==> src/rtl/core_defs.sv <==
// rtl/core_defs.sv - shared RV32I core definitions: control word layout and opcodes
package core_defs;

    localparam int CTRL_W = 15;

    localparam int CTRL_IMMSEL_LO = 0;
    localparam int CTRL_ALUSRC    = 2;
    localparam int CTRL_MEMTOREG  = 3;
    localparam int CTRL_REGWRITE  = 4;
    localparam int CTRL_MEMREAD   = 5;
    localparam int CTRL_MEMWRITE  = 6;
    localparam int CTRL_BRANCH    = 7;
    localparam int CTRL_ALUOP_LO  = 8;
    localparam int CTRL_IMMSEL_HI = 11;
    localparam int CTRL_OFS2REG   = 12;
    localparam int CTRL_JALR      = 13;
    localparam int CTRL_JUMP      = 14;

    typedef enum logic [6:0] {
        OP_LUI    = 7'b0110111,
        OP_AUIPC  = 7'b0010111,
        OP_JAL    = 7'b1101111,
        OP_JALR   = 7'b1100111,
        OP_BRANCH = 7'b1100011,
        OP_LOAD   = 7'b0000011,
        OP_STORE  = 7'b0100011,
        OP_IMM    = 7'b0010011,
        OP_REG    = 7'b0110011
    } opcode_e;

endpackage

==> src/rtl/hazard_detect.sv <==
// rtl/hazard_detect.sv - load-use hazard detection between the EX slot and decode
module hazard_detect (
    input  logic       ex_valid_i,
    input  logic       ex_memread_i,
    input  logic [4:0] ex_rd_i,
    input  logic       id_valid_i,
    input  logic [4:0] id_rs1_i,
    input  logic [4:0] id_rs2_i,
    output logic       load_stall_o
);

    // rs2 is compared even for formats that ignore it; a rare false stall is cheaper than decoding format here.
    assign load_stall_o = ex_valid_i & ex_memread_i & (ex_rd_i != 5'd0) & id_valid_i &
                          ((ex_rd_i == id_rs1_i) | (ex_rd_i == id_rs2_i));

endmodule

==> src/rtl/id_ex_pipe.sv <==
// rtl/id_ex_pipe.sv - ID/EX pipeline register with load-use bubbling, flush and perf counters
module id_ex_pipe
    import core_defs::*;
#(
    parameter int XLEN  = 32,
    parameter int CNT_W = 16
) (
    input  logic              clk,
    input  logic              reset_n,
    input  logic              id_valid,
    input  logic [CTRL_W-1:0] id_ctrl,
    input  logic [XLEN-1:0]   id_pc,
    input  logic [XLEN-1:0]   id_rs1_data,
    input  logic [XLEN-1:0]   id_rs2_data,
    input  logic [XLEN-1:0]   id_imm,
    input  logic [4:0]        id_rs1,
    input  logic [4:0]        id_rs2,
    input  logic [4:0]        id_rd,
    input  logic [2:0]        id_funct3,
    input  logic              id_funct7b5,
    input  logic              ex_flush,
    input  logic              hold,
    output logic              load_stall,
    output logic              ex_valid,
    output logic [CTRL_W-1:0] ex_ctrl,
    output logic [XLEN-1:0]   ex_pc,
    output logic [XLEN-1:0]   ex_rs1_data,
    output logic [XLEN-1:0]   ex_rs2_data,
    output logic [XLEN-1:0]   ex_imm,
    output logic [4:0]        ex_rs1,
    output logic [4:0]        ex_rs2,
    output logic [4:0]        ex_rd,
    output logic [2:0]        ex_funct3,
    output logic              ex_funct7b5,
    output logic [CNT_W-1:0]  bubble_cnt,
    output logic [CNT_W-1:0]  flush_cnt
);

    localparam logic [CNT_W-1:0] CNT_MAX = '1;

    logic              ex_valid_q,    ex_valid_d;
    logic [CTRL_W-1:0] ex_ctrl_q,     ex_ctrl_d;
    logic [XLEN-1:0]   ex_pc_q,       ex_pc_d;
    logic [XLEN-1:0]   ex_rs1_data_q, ex_rs1_data_d;
    logic [XLEN-1:0]   ex_rs2_data_q, ex_rs2_data_d;
    logic [XLEN-1:0]   ex_imm_q,      ex_imm_d;
    logic [4:0]        ex_rs1_q,      ex_rs1_d;
    logic [4:0]        ex_rs2_q,      ex_rs2_d;
    logic [4:0]        ex_rd_q,       ex_rd_d;
    logic [2:0]        ex_funct3_q,   ex_funct3_d;
    logic              ex_funct7b5_q, ex_funct7b5_d;
    logic [CNT_W-1:0]  bubble_cnt_q,  bubble_cnt_d;
    logic [CNT_W-1:0]  flush_cnt_q,   flush_cnt_d;

    hazard_detect u_hazard_detect (
        .ex_valid_i   (ex_valid_q),
        .ex_memread_i (ex_ctrl_q[CTRL_MEMREAD]),
        .ex_rd_i      (ex_rd_q),
        .id_valid_i   (id_valid),
        .id_rs1_i     (id_rs1),
        .id_rs2_i     (id_rs2),
        .load_stall_o (load_stall)
    );

    always_comb begin
        ex_valid_d    = ex_valid_q;
        ex_ctrl_d     = ex_ctrl_q;
        ex_pc_d       = ex_pc_q;
        ex_rs1_data_d = ex_rs1_data_q;
        ex_rs2_data_d = ex_rs2_data_q;
        ex_imm_d      = ex_imm_q;
        ex_rs1_d      = ex_rs1_q;
        ex_rs2_d      = ex_rs2_q;
        ex_rd_d       = ex_rd_q;
        ex_funct3_d   = ex_funct3_q;
        ex_funct7b5_d = ex_funct7b5_q;
        bubble_cnt_d  = bubble_cnt_q;
        flush_cnt_d   = flush_cnt_q;

        // Flush wins over hold so a wrong-path instruction can never survive a memory wait.
        if (ex_flush) begin
            ex_valid_d = 1'b0;
            ex_ctrl_d  = '0;
            if (id_valid && flush_cnt_q != CNT_MAX) begin
                flush_cnt_d = flush_cnt_q + 1'b1;
            end
        end else if (!hold) begin
            if (load_stall) begin
                ex_valid_d = 1'b0;
                ex_ctrl_d  = '0;
                if (bubble_cnt_q != CNT_MAX) begin
                    bubble_cnt_d = bubble_cnt_q + 1'b1;
                end
            end else begin
                ex_valid_d    = id_valid;
                ex_ctrl_d     = id_valid ? id_ctrl : '0;
                ex_pc_d       = id_pc;
                ex_rs1_data_d = id_rs1_data;
                ex_rs2_data_d = id_rs2_data;
                ex_imm_d      = id_imm;
                ex_rs1_d      = id_rs1;
                ex_rs2_d      = id_rs2;
                ex_rd_d       = id_rd;
                ex_funct3_d   = id_funct3;
                ex_funct7b5_d = id_funct7b5;
            end
        end
    end

    always_ff @(posedge clk or negedge reset_n) begin
        if (!reset_n) begin
            ex_valid_q    <= 1'b0;
            ex_ctrl_q     <= '0;
            ex_pc_q       <= '0;
            ex_rs1_data_q <= '0;
            ex_rs2_data_q <= '0;
            ex_imm_q      <= '0;
            ex_rs1_q      <= '0;
            ex_rs2_q      <= '0;
            ex_rd_q       <= '0;
            ex_funct3_q   <= '0;
            ex_funct7b5_q <= 1'b0;
            bubble_cnt_q  <= '0;
            flush_cnt_q   <= '0;
        end else begin
            ex_valid_q    <= ex_valid_d;
            ex_ctrl_q     <= ex_ctrl_d;
            ex_pc_q       <= ex_pc_d;
            ex_rs1_data_q <= ex_rs1_data_d;
            ex_rs2_data_q <= ex_rs2_data_d;
            ex_imm_q      <= ex_imm_d;
            ex_rs1_q      <= ex_rs1_d;
            ex_rs2_q      <= ex_rs2_d;
            ex_rd_q       <= ex_rd_d;
            ex_funct3_q   <= ex_funct3_d;
            ex_funct7b5_q <= ex_funct7b5_d;
            bubble_cnt_q  <= bubble_cnt_d;
            flush_cnt_q   <= flush_cnt_d;
        end
    end

    assign ex_valid    = ex_valid_q;
    assign ex_ctrl     = ex_ctrl_q;
    assign ex_pc       = ex_pc_q;
    assign ex_rs1_data = ex_rs1_data_q;
    assign ex_rs2_data = ex_rs2_data_q;
    assign ex_imm      = ex_imm_q;
    assign ex_rs1      = ex_rs1_q;
    assign ex_rs2      = ex_rs2_q;
    assign ex_rd       = ex_rd_q;
    assign ex_funct3   = ex_funct3_q;
    assign ex_funct7b5 = ex_funct7b5_q;
    assign bubble_cnt  = bubble_cnt_q;
    assign flush_cnt   = flush_cnt_q;

endmodule
==> config.mk <==
export PLATFORM = sky130hd
export DESIGN_NAME = id_ex_pipe
export DESIGN_NICKNAME = d
export VERILOG_FILES = /design/src/rtl/core_defs.sv /design/src/rtl/hazard_detect.sv /design/src/rtl/id_ex_pipe.sv
export SDC_FILE = /design/constraint.sdc
export NUM_CORES = 1
export LEC_CHECK = 0
export CAP_MARGIN = 30
export CORE_MARGIN = 2
export CORE_UTILIZATION = 39
export CTS_CLUSTER_DIAMETER = 30
export DETAILED_ROUTE_END_ITERATION = 16
export GPL_TIMING_DRIVEN = 0
export PLACE_DENSITY = 0.89
export SLEW_MARGIN = 20
export SYNTH_ARGS = -nofsm -noshare
export SYNTH_HDL_FRONTEND = slang
export SYNTH_SLANG_ARGS = --single-unit
export TNS_END_PERCENT = 1
==> constraint.sdc <==
create_clock -name clk -period 1.7 [get_ports clk]
set_clock_uncertainty 0.1 [all_clocks]
set_input_delay 0.17 -clock clk [delete_from_list [all_inputs] [get_ports clk]]
set_output_delay 0.17 -clock clk [all_outputs]
set_load 0.05 [all_outputs]
### Word-level counts from Yosys, hierarchy flattened

Index checks and enable logic that the tools add are counted.

* latch bits: 0
* word-level logic and storage cells: 40
* RAM bits: 0
* memories kept: 0
* bits in read-only memories: 0
* output and inout bits: 196
* bits in registers: 195
* input bits: 167

* reductions and logical operators: 5
* multipliers: 0
* $add $sub $neg: 2
* muxes and demuxes: 7
* $lt $le $gt $ge: 0
* equal/unequal tests: 5
* divide/modulo/power cells: 0
* shifts and indexed selects: 0
* bitwise gates (word level): 8

Operators by type and width (count)
* $mux 15: 4
* $add 16x1->16 const B: 2
* $ne 16x16->1 const B: 2
* $eq 5x5->1: 2
* $reduce_bool 5->1: 1
* $and 1x1->1: 4
* $reduce_and 4->1: 1
* $mux 1: 3
* $not 1->1: 3
* $reduce_and 3->1: 1
* $ne 2x2->1 const B: 1
* $reduce_and 2->1: 1
* $logic_and 1x1->1: 1
* $or 1x1->1: 1

### Depth between registers and ports, before layout

Gate-level depths: netlist (run 1).

* depth in word-level cells: 7
* gate-level depth with buffers: 8

### Cells and area by module

A second synthesis (run 1) with hierarchy kept.

* cell total of the unflattened synthesis: 514
* area, all modules: 7758.7 um2

By module, submodules not included
* id_ex_pipe: times used 1, area each 7629.8 um2, cells each 497
* hazard_detect: times used 1, area each 128.9 um2, cells each 17

### Worst setup path after synthesis (run 1)

OpenSTA, ideal clock, no wires.

* kind: register to register
* from: reg ex_rd_q[4], in the netlist ex_rd[4]
* to: reg ex_funct3_q[0], in the netlist ex_funct3[0]
* path buffers: 2
* path slack: -0.493 ns
* library setup time: 0.125 ns
* cell stages (with the launch flop): 9
* required time: 1.475 ns
* data arrival time: 1.968 ns
* path through: dfrtp_1 -> xnor2_1 -> nand3_1 -> o22ai_2 -> nand2_4 -> nand2_4 -> buf_12 -> buf_12 -> mux2_4

* longest elaborated chain between the ends: 6
* elaborated cells between the ends (all ways): 9
* those cells by class: eq/ne: 2; bitwise: 5; reduce/logical: 2

Ends and longest elaborated chain
* from (decl): RTL line id_ex_pipe.sv:49 `logic [4:0] ex_rd_q, ex_rd_d;`
* from (signal assigned): RTL line id_ex_pipe.sv:134 `ex_rd_q <= ex_rd_d;`
* $reduce_bool 5->1: RTL line hazard_detect.sv:13 `assign load_stall_o = ex_valid_i & ex_memread_i & (ex_rd_i != 5'd0) & id_valid_i &`
* $and 1x1->1 (2 in series): RTL line hazard_detect.sv:13
* $and 1x1->1 *: RTL line hazard_detect.sv:13
* $not 1->1 (no source line) *
* $reduce_and 3->1 (no source line) *
* to (signal assigned): RTL line id_ex_pipe.sv:135 `ex_funct3_q <= ex_funct3_d;`
* to (decl): RTL line id_ex_pipe.sv:50 `logic [2:0] ex_funct3_q, ex_funct3_d;`

Mark *: on every way between the ends. The rest lies on a longest branch, timed or not.
A chain may end at the register's enable or synchronous reset.

### Worst setup path in the final report (run 1)

* from: reg ex_rd_q[2], in the netlist ex_rd[2]
* to: reg ex_funct3_q[0], in the netlist ex_funct3[0]

The elaborated chain is that of the path after synthesis.

==> qor.txt, run 1 <==
H-tree levels: 4
Hold Path Depth: 3
Post-detail-place hpwl: 17,900 um
Clk buf depth: 2
TritonCTS Buffers: 17
# fillers: 1,684
Worst path max stage delay: 0.48 ns
P&R area growth vs syn: 54.8%
# diodes: 0
Fmax: 481 MHz
DR iter-0 viols: 271
Yosys reg bits: 195
Cell Area, Synth: 8540 um^2
Area contributors post-synth: dfrtp_1, mux2_4, buf_12, mux2_2, xnor2_1
Sequential power share: 38.7%
Initial antenna violation count: 0
Crit Path Class: flop to flop
Most frequent cell after synthesis: dfrtp_1
Pre-Repair DR Iteration Count: 4
Sequential fraction of the synthesis area: 57.1%
RSZ-0062 raised after global routing: yes
Crit share post-route: 122%
CTS tree: built
# IOs: 363
FF-to-FF Start: ex_rd[2]$_DFFE_PN0P_
Max-cap check violation count: 0
Violated checks: negative setup slack
Wl on met1: 9730 um
Via count: 5,860
Synth unique cells: 38
Critical Path Most Common Cell: buf_12
R2R cell count: 8
Asr flop ratio synth: 100%
Top Layer Used: met4
Clock Sinks: 195
Synth Warn #: 0
Combinational fraction of design power: 33.2%
DR DRC count: 0
Sw Ratio: 37.5%
Yosys top cell area share: 57.1%
Total Neg Setup Slack: -56.36 ns
Die area: 23,100 um^2
# rows: 54
Sequential Area: 4920 um^2
Relative slew slack: 57.3%
Clock group share of total power: 28.1%
Final min period: 2.08 ns
Layout cell share with drive strength beyond 1: 30.9%
Final Hold Fails: 0
Post-Syn Instances: 542
Syn nets: 711
Critical Path RT: 1.90 ns
Top cells by count, synth: dfrtp_1, mux2_4, nand2_1
Crit. End Element: flop
Vias in the first global route: 6,397
CTS clock-pin slew for the worst setup and hold paths: 0.08 ns
Via-to-Cell Ratio: 4.80
Port Buffers: 361
Largest area contributor in the netlist: dfrtp_1
Critical Path, Cell by Cell: xnor2_2, nand3_2, o22ai_4, nand2_4, nand2_8, buf_12, buf_12, mux2_4
Pins over their slew limit: 0
Grt total ovfl: 0
Hold Path Origin: id_valid
CP max FO: 10
Top FF cell, synth: dfrtp_1
Post-route ant nets: 0
EDFF count, synth: 0
Startpoint Class: flop
Dpl ws: -0.862 ns
Leak pwr: 6.38 nW
Initial core utilization: 39.4%
Worst R2R Setup Slack: -0.38 ns
Crit path DAT: 2.28 ns
Clock latency on the worst-skew pair: 0.42 ns
Root Buffer: clkbuf_16
Die Wd: 152 um
GPL Wtd Cong: 0.804
CP max-delay cell: dfrtp_2
Hold Path Sink: ex_ctrl[0]$_DFFE_PN0P_
Largest net degree at the start of global routing: 86
Hold WC Path Type: input port to flop
Routed len/inst: 19.6 um
Post-route insts no fill: 1,222
Cells after DPL: 1,185
Worst reg2reg path endpoint: ex_funct3[0]$_DFFE_PN0P_
Setup slack after layout: -0.378 ns
Multi-input gate area: 3440 um^2
Final nets: 1,098
Overall routed net length: 23,900 um
Slew of the pin with the lowest slew margin: 0.635 ns
Met3 wire length: 1270 um
Total GRT Usage: 21.0%
Hold slack: 0.0293 ns
Syn Area/Cell: 15.8 um^2
Peak supply drop: 0.659 mV
Pwr dens: 1120 nW/um^2
Met2 WL: 12,300 um
Internal: 9.22 mW
Core ar.: 21,700 um^2
Die height: 152 um
Design Power: 14.8 mW
Status: complete, but fails checks
Sw Pwr: 5.54 mW
Final number of setup-violating endpoints: 181
First-pass GRT wire length: 38,100 um
==> per-stage QoR <==
stage / utilization (%) / instance area (um^2)
global placement: 57.8 / 12500
detailed placement: 58.1 / 12600
CTS: 61.0 / 13200
finish: 60.9 / 13200
floorplan: - / 8570
global route: 60.9 / 13200
==> routing by layer <==
layer  up-vias  global-route usage (%)
li1       2679                       -
met1      2922                    25.5
met2       226                    36.2
met3        33                    5.68
met4         0                    7.17
met5         -                       0
==> flip-flops by register name, indices dropped and copies added, names as in the netlist <==
signal	count
ex_rd	5
ex_ctrl	15
ex_funct3	3
ex_rs2	5
ex_rs1_data	32
ex_imm	32
flush_cnt	16
ex_valid	1
bubble_cnt	16
ex_pc	32
ex_funct7b5	1
ex_rs2_data	32
ex_rs1	5
==> critical path: cells and delay by family (launching register included) <==
| family | cells | cell delay, ns |
|---|---|---|
| flops | 1 | 0.48 |
| simple gates | 3 | 0.35 |
| buf+inv | 2 | 0.31 |
| mux | 1 | 0.31 |
| compound gates | 1 | 0.21 |
| xor+xnor | 1 | 0.19 |
==> cells by family after synthesis <==
| family | count (synthesis) | share of synthesized area [%] |
|---|---|---|
| fa+ha+maj | 2 | 0.293 |
| compound gates | 22 | 1.79 |
| flops | 195 | 57.1 |
| simple gates | 102 | 6.83 |
| mux | 150 | 25.5 |
| buf+inv | 32 | 4.47 |
| xor+xnor | 39 | 4.00 |
==> cells in the final DEF (no fill, tap or decap), types with 15 or more instances in the layout <==
cell               n
nor2_1            15
buf_12            16
dfrtp_1          165
mux2_2            18
clkbuf_16         17
dfrtp_2           30
mux2_4           131
xnor2_1           15
xor2_1            19
clkdlybuf4s50_1  164
dlygate4sd2_1    168
nand2_1           26
==> worst max-delay path by stage <==
stage / start / to / cells past startpoint
6_report: ex_rd[2]$_DFFE_PN0P_ / ex_funct3[0]$_DFFE_PN0P_ / 8
3_5_place_dp: id_rs2[0] / load_stall / 7
3_3_place_gp: reset_n / flush_cnt[5]$_DFFE_PN0P_ / 1
4_1_cts: ex_rd[0]$_DFFE_PN0P_ / ex_funct3[0]$_DFFE_PN0P_ / 8
5_1_grt: ex_rd[0]$_DFFE_PN0P_ / ex_pc[31]$_DFFE_PN0P_ / 8
2_1_floorplan: ex_rd[2]$_DFFE_PN0P_ / ex_rd[0]$_DFFE_PN0P_ / 8
==> repair_timing <==
action	CTS	global route
hold buffers	1	0
setup endpoints to repair	385	210
pin swaps	5	4
resized for setup	251	34
endpoints found under the hold margin	195	0
cloned	2	0
setup buffers	3	0
==> area by class of cell <==
class / count / area share (%)
Buffer: 26 / 2.79
Clock buffer: 17 / 3.22
Clock inverter: 15 / 1.40
Inverter: 5 / 0.142
Multi-Input combinational cell: 315 / 26.0
Sequential cell: 195 / 37.2
Tap cell: 280 / 2.65
Timing Repair Buffer: 369 / 26.6
==> power groups by stage <==
stage | sequential [mW] | clock [mW] | combinational [mW]
after global placement | 5.74 | 0 | 5.16
after CTS | 5.69 | 4.26 | 4.93
after detailed placement | 5.78 | 0 | 5.23
final | 5.71 | 4.15 | 4.90
after floorplan | 7.83 | 0 | 1.14
after global routing | 5.80 | 4.45 | 5.09
Power figures use the tool's default switching activity.
==> inputs of run 2 (changes only) <==
PLACE_DENSITY = 0.79   (was 0.89)
SLEW_MARGIN = unset   (was 20)
==> qor.txt, run 2 (same netlist as run 1, synthesis figures left out) <==
Status: complete, but fails checks
Violated checks: negative setup slack
Max-cap check violation count: 0
Crit. End Element: flop
Pre-Repair DR Iteration Count: 4
Sw Pwr: 5.39 mW
Clock latency on the worst-skew pair: 0.43 ns
Overall routed net length: 24,000 um
Hold slack: 0.169 ns
Initial core utilization: 39.4%
Total GRT Usage: 20.3%
Worst Setup EP: ex_rs1_data[28]$_DFFE_PN0P_
Clk buf depth: 2
Post-detail-place hpwl: 17,500 um
Startpoint Class: flop
Grt total ovfl: 0
H-tree levels: 4
Hold WC Path Type: input port to flop
Layout cell share with drive strength beyond 1: 31.6%
Design Power: 14.5 mW
Post-route ant nets: 0
Crit path DAT: 2.26 ns
Placed cell areas: 12,600 um^2
Routed len/inst: 19.4 um
Critical Path RT: 1.90 ns
Leak pwr: 6.52 nW
Internal: 9.13 mW
P&R area growth vs syn: 57.8%
GPL Wtd Cong: 0.821
Die height: 152 um
Clock Sinks: 195
R2R cell count: 8
TritonCTS Buffers: 17
Final min period: 2.06 ns
Crit share post-route: 121%
Final number of setup-violating endpoints: 188
# rows: 54
Worst R2R Setup Slack: -0.36 ns
Finished Cell Area: 13,500 um^2
DR iter-0 viols: 225
Worst reg2reg path endpoint: ex_rs1_data[28]$_DFFE_PN0P_
Via-to-Cell Ratio: 4.84
Clock group share of total power: 26.8%
RSZ-0062 raised after global routing: yes
Core ar.: 21,700 um^2
FF-to-FF Start: ex_rd[0]$_DFFE_PN0P_
Combinational fraction of design power: 34.2%
CTS clock-pin slew for the worst setup and hold paths: 0.08 ns
# IOs: 363
Initial antenna violation count: 0
Largest net degree at the start of global routing: 99
Crit Path Class: flop to flop
Final nets: 1,115
Peak supply drop: 0.577 mV
Pwr dens: 1080 nW/um^2
# diodes: 0
Die area: 23,100 um^2
Vias in the first global route: 6,302
Port Buffers: 361
CP Launch Point: ex_rd[0]$_DFFE_PN0P_
Final Hold Fails: 0
Fmax: 486 MHz
Die Wd: 152 um
DR DRC count: 0
Via count: 5,998
Dpl ws: -0.804 ns
Relative slew slack: 48.4%
Commonest non-fill, non-tap cell in the layout: dlygate4sd2_1
Sw Ratio: 37.1%
CTS tree: built
Pins over their slew limit: 0
Root Buffer: clkbuf_16
Setup slack after layout: -0.357 ns
Sequential power share: 39.0%
First-pass GRT wire length: 36,800 um
Most frequent cells in the layout: dlygate4sd2_1, dfrtp_1, clkdlybuf4s50_1, mux2_4, dfrtp_2
Slew of the pin with the lowest slew margin: 0.774 ns
CP max FO: 10
-- run 2: how the worst min path moves through the flow --
| stage | from | endpoint | cells past startpoint |
|---|---|---|---|
| after floorplan | reset_n | bubble_cnt[0]$_DFFE_PN0P_ | 0 |
| after global placement | bubble_cnt[6]$_DFFE_PN0P_ | bubble_cnt[6]$_DFFE_PN0P_ | 1 |
| after detailed placement | reset_n | ex_pc[24]$_DFFE_PN0P_ | 1 |
| after CTS | id_valid | ex_valid$_DFFE_PN0P_ | 4 |
| after global routing | id_valid | ex_valid$_DFFE_PN0P_ | 4 |
| final | id_valid | ex_valid$_DFFE_PN0P_ | 4 |
-- run 2: what timing repair did --
| action | 4_1_cts | 5_1_grt |
|---|---|---|
| gates resized for setup | 245 | 44 |
| endpoints found under the hold margin | 99 | 0 |
| setup endpoints to repair | 381 | 214 |
| hold buffers | 4 | 0 |
| pin swaps | 8 | 13 |
| buffers inserted | 9 | 0 |
| gates cloned | 2 | 9 |
-- run 2: critical path, stage by stage (launching register included) --
cell and delay, ns:
dfrtp_2 0.47, xnor2_2 0.16, nand3_2 0.11, o22ai_4 0.23
nand2_4 0.11, nand2_8 0.14, buf_12 0.16, buf_12 0.15
mux2_4 0.30
-- run 2: power groups by stage --
stage	Clock [mW]	Combinational, mW	Sequential, mW
5_1_grt	4.18	5.15	5.75
3_3_place_gp	0	5.19	5.74
3_5_place_dp	0	5.23	5.77
6_report	3.88	4.97	5.67
2_1_floorplan	0	1.14	7.83
4_1_cts	3.99	4.92	5.66
-- run 2: layout make-up --
cell class | count | area [um^2]
plain buffers | 26 | 382
multi-input cells | 315 | 3450
flip-flops and latches | 195 | 4910
repair buffers | 386 | 3800
fillers | 1686 | 8210
inverters | 5 | 18.8
clock inverters | 12 | 116
well taps | 280 | 350
clock buffers | 20 | 447
-- run 2: through the flow --
stage | setup TNS [ns] | cells | util, %
global route | -77.55 | 1239 | 62.1
global placement | -1664.32 | 1183 | 57.8
finish | -55.74 | 1239 | 62.1
CTS | -59.56 | 1230 | 60.8
floorplan | -48.82 | 542 | -
detailed placement | -106.94 | 1184 | 58.0
-- run 2: per-layer routing --
metal  GRT usage, %  part of all wire, %  vias up
met2           33.8                   50      234
met5              0                    0        -
met4           8.99                  3.3        0
met1           24.5                   41     2993
li1               -                    -     2719
met3           5.88                  6.4       52
==> inputs of run 3 (changes only) <==
CTS_CLUSTER_DIAMETER = 40   (was 30)
==> results of run 3 <==
The final DEF is identical to that of run 2; final timing and power are the same.
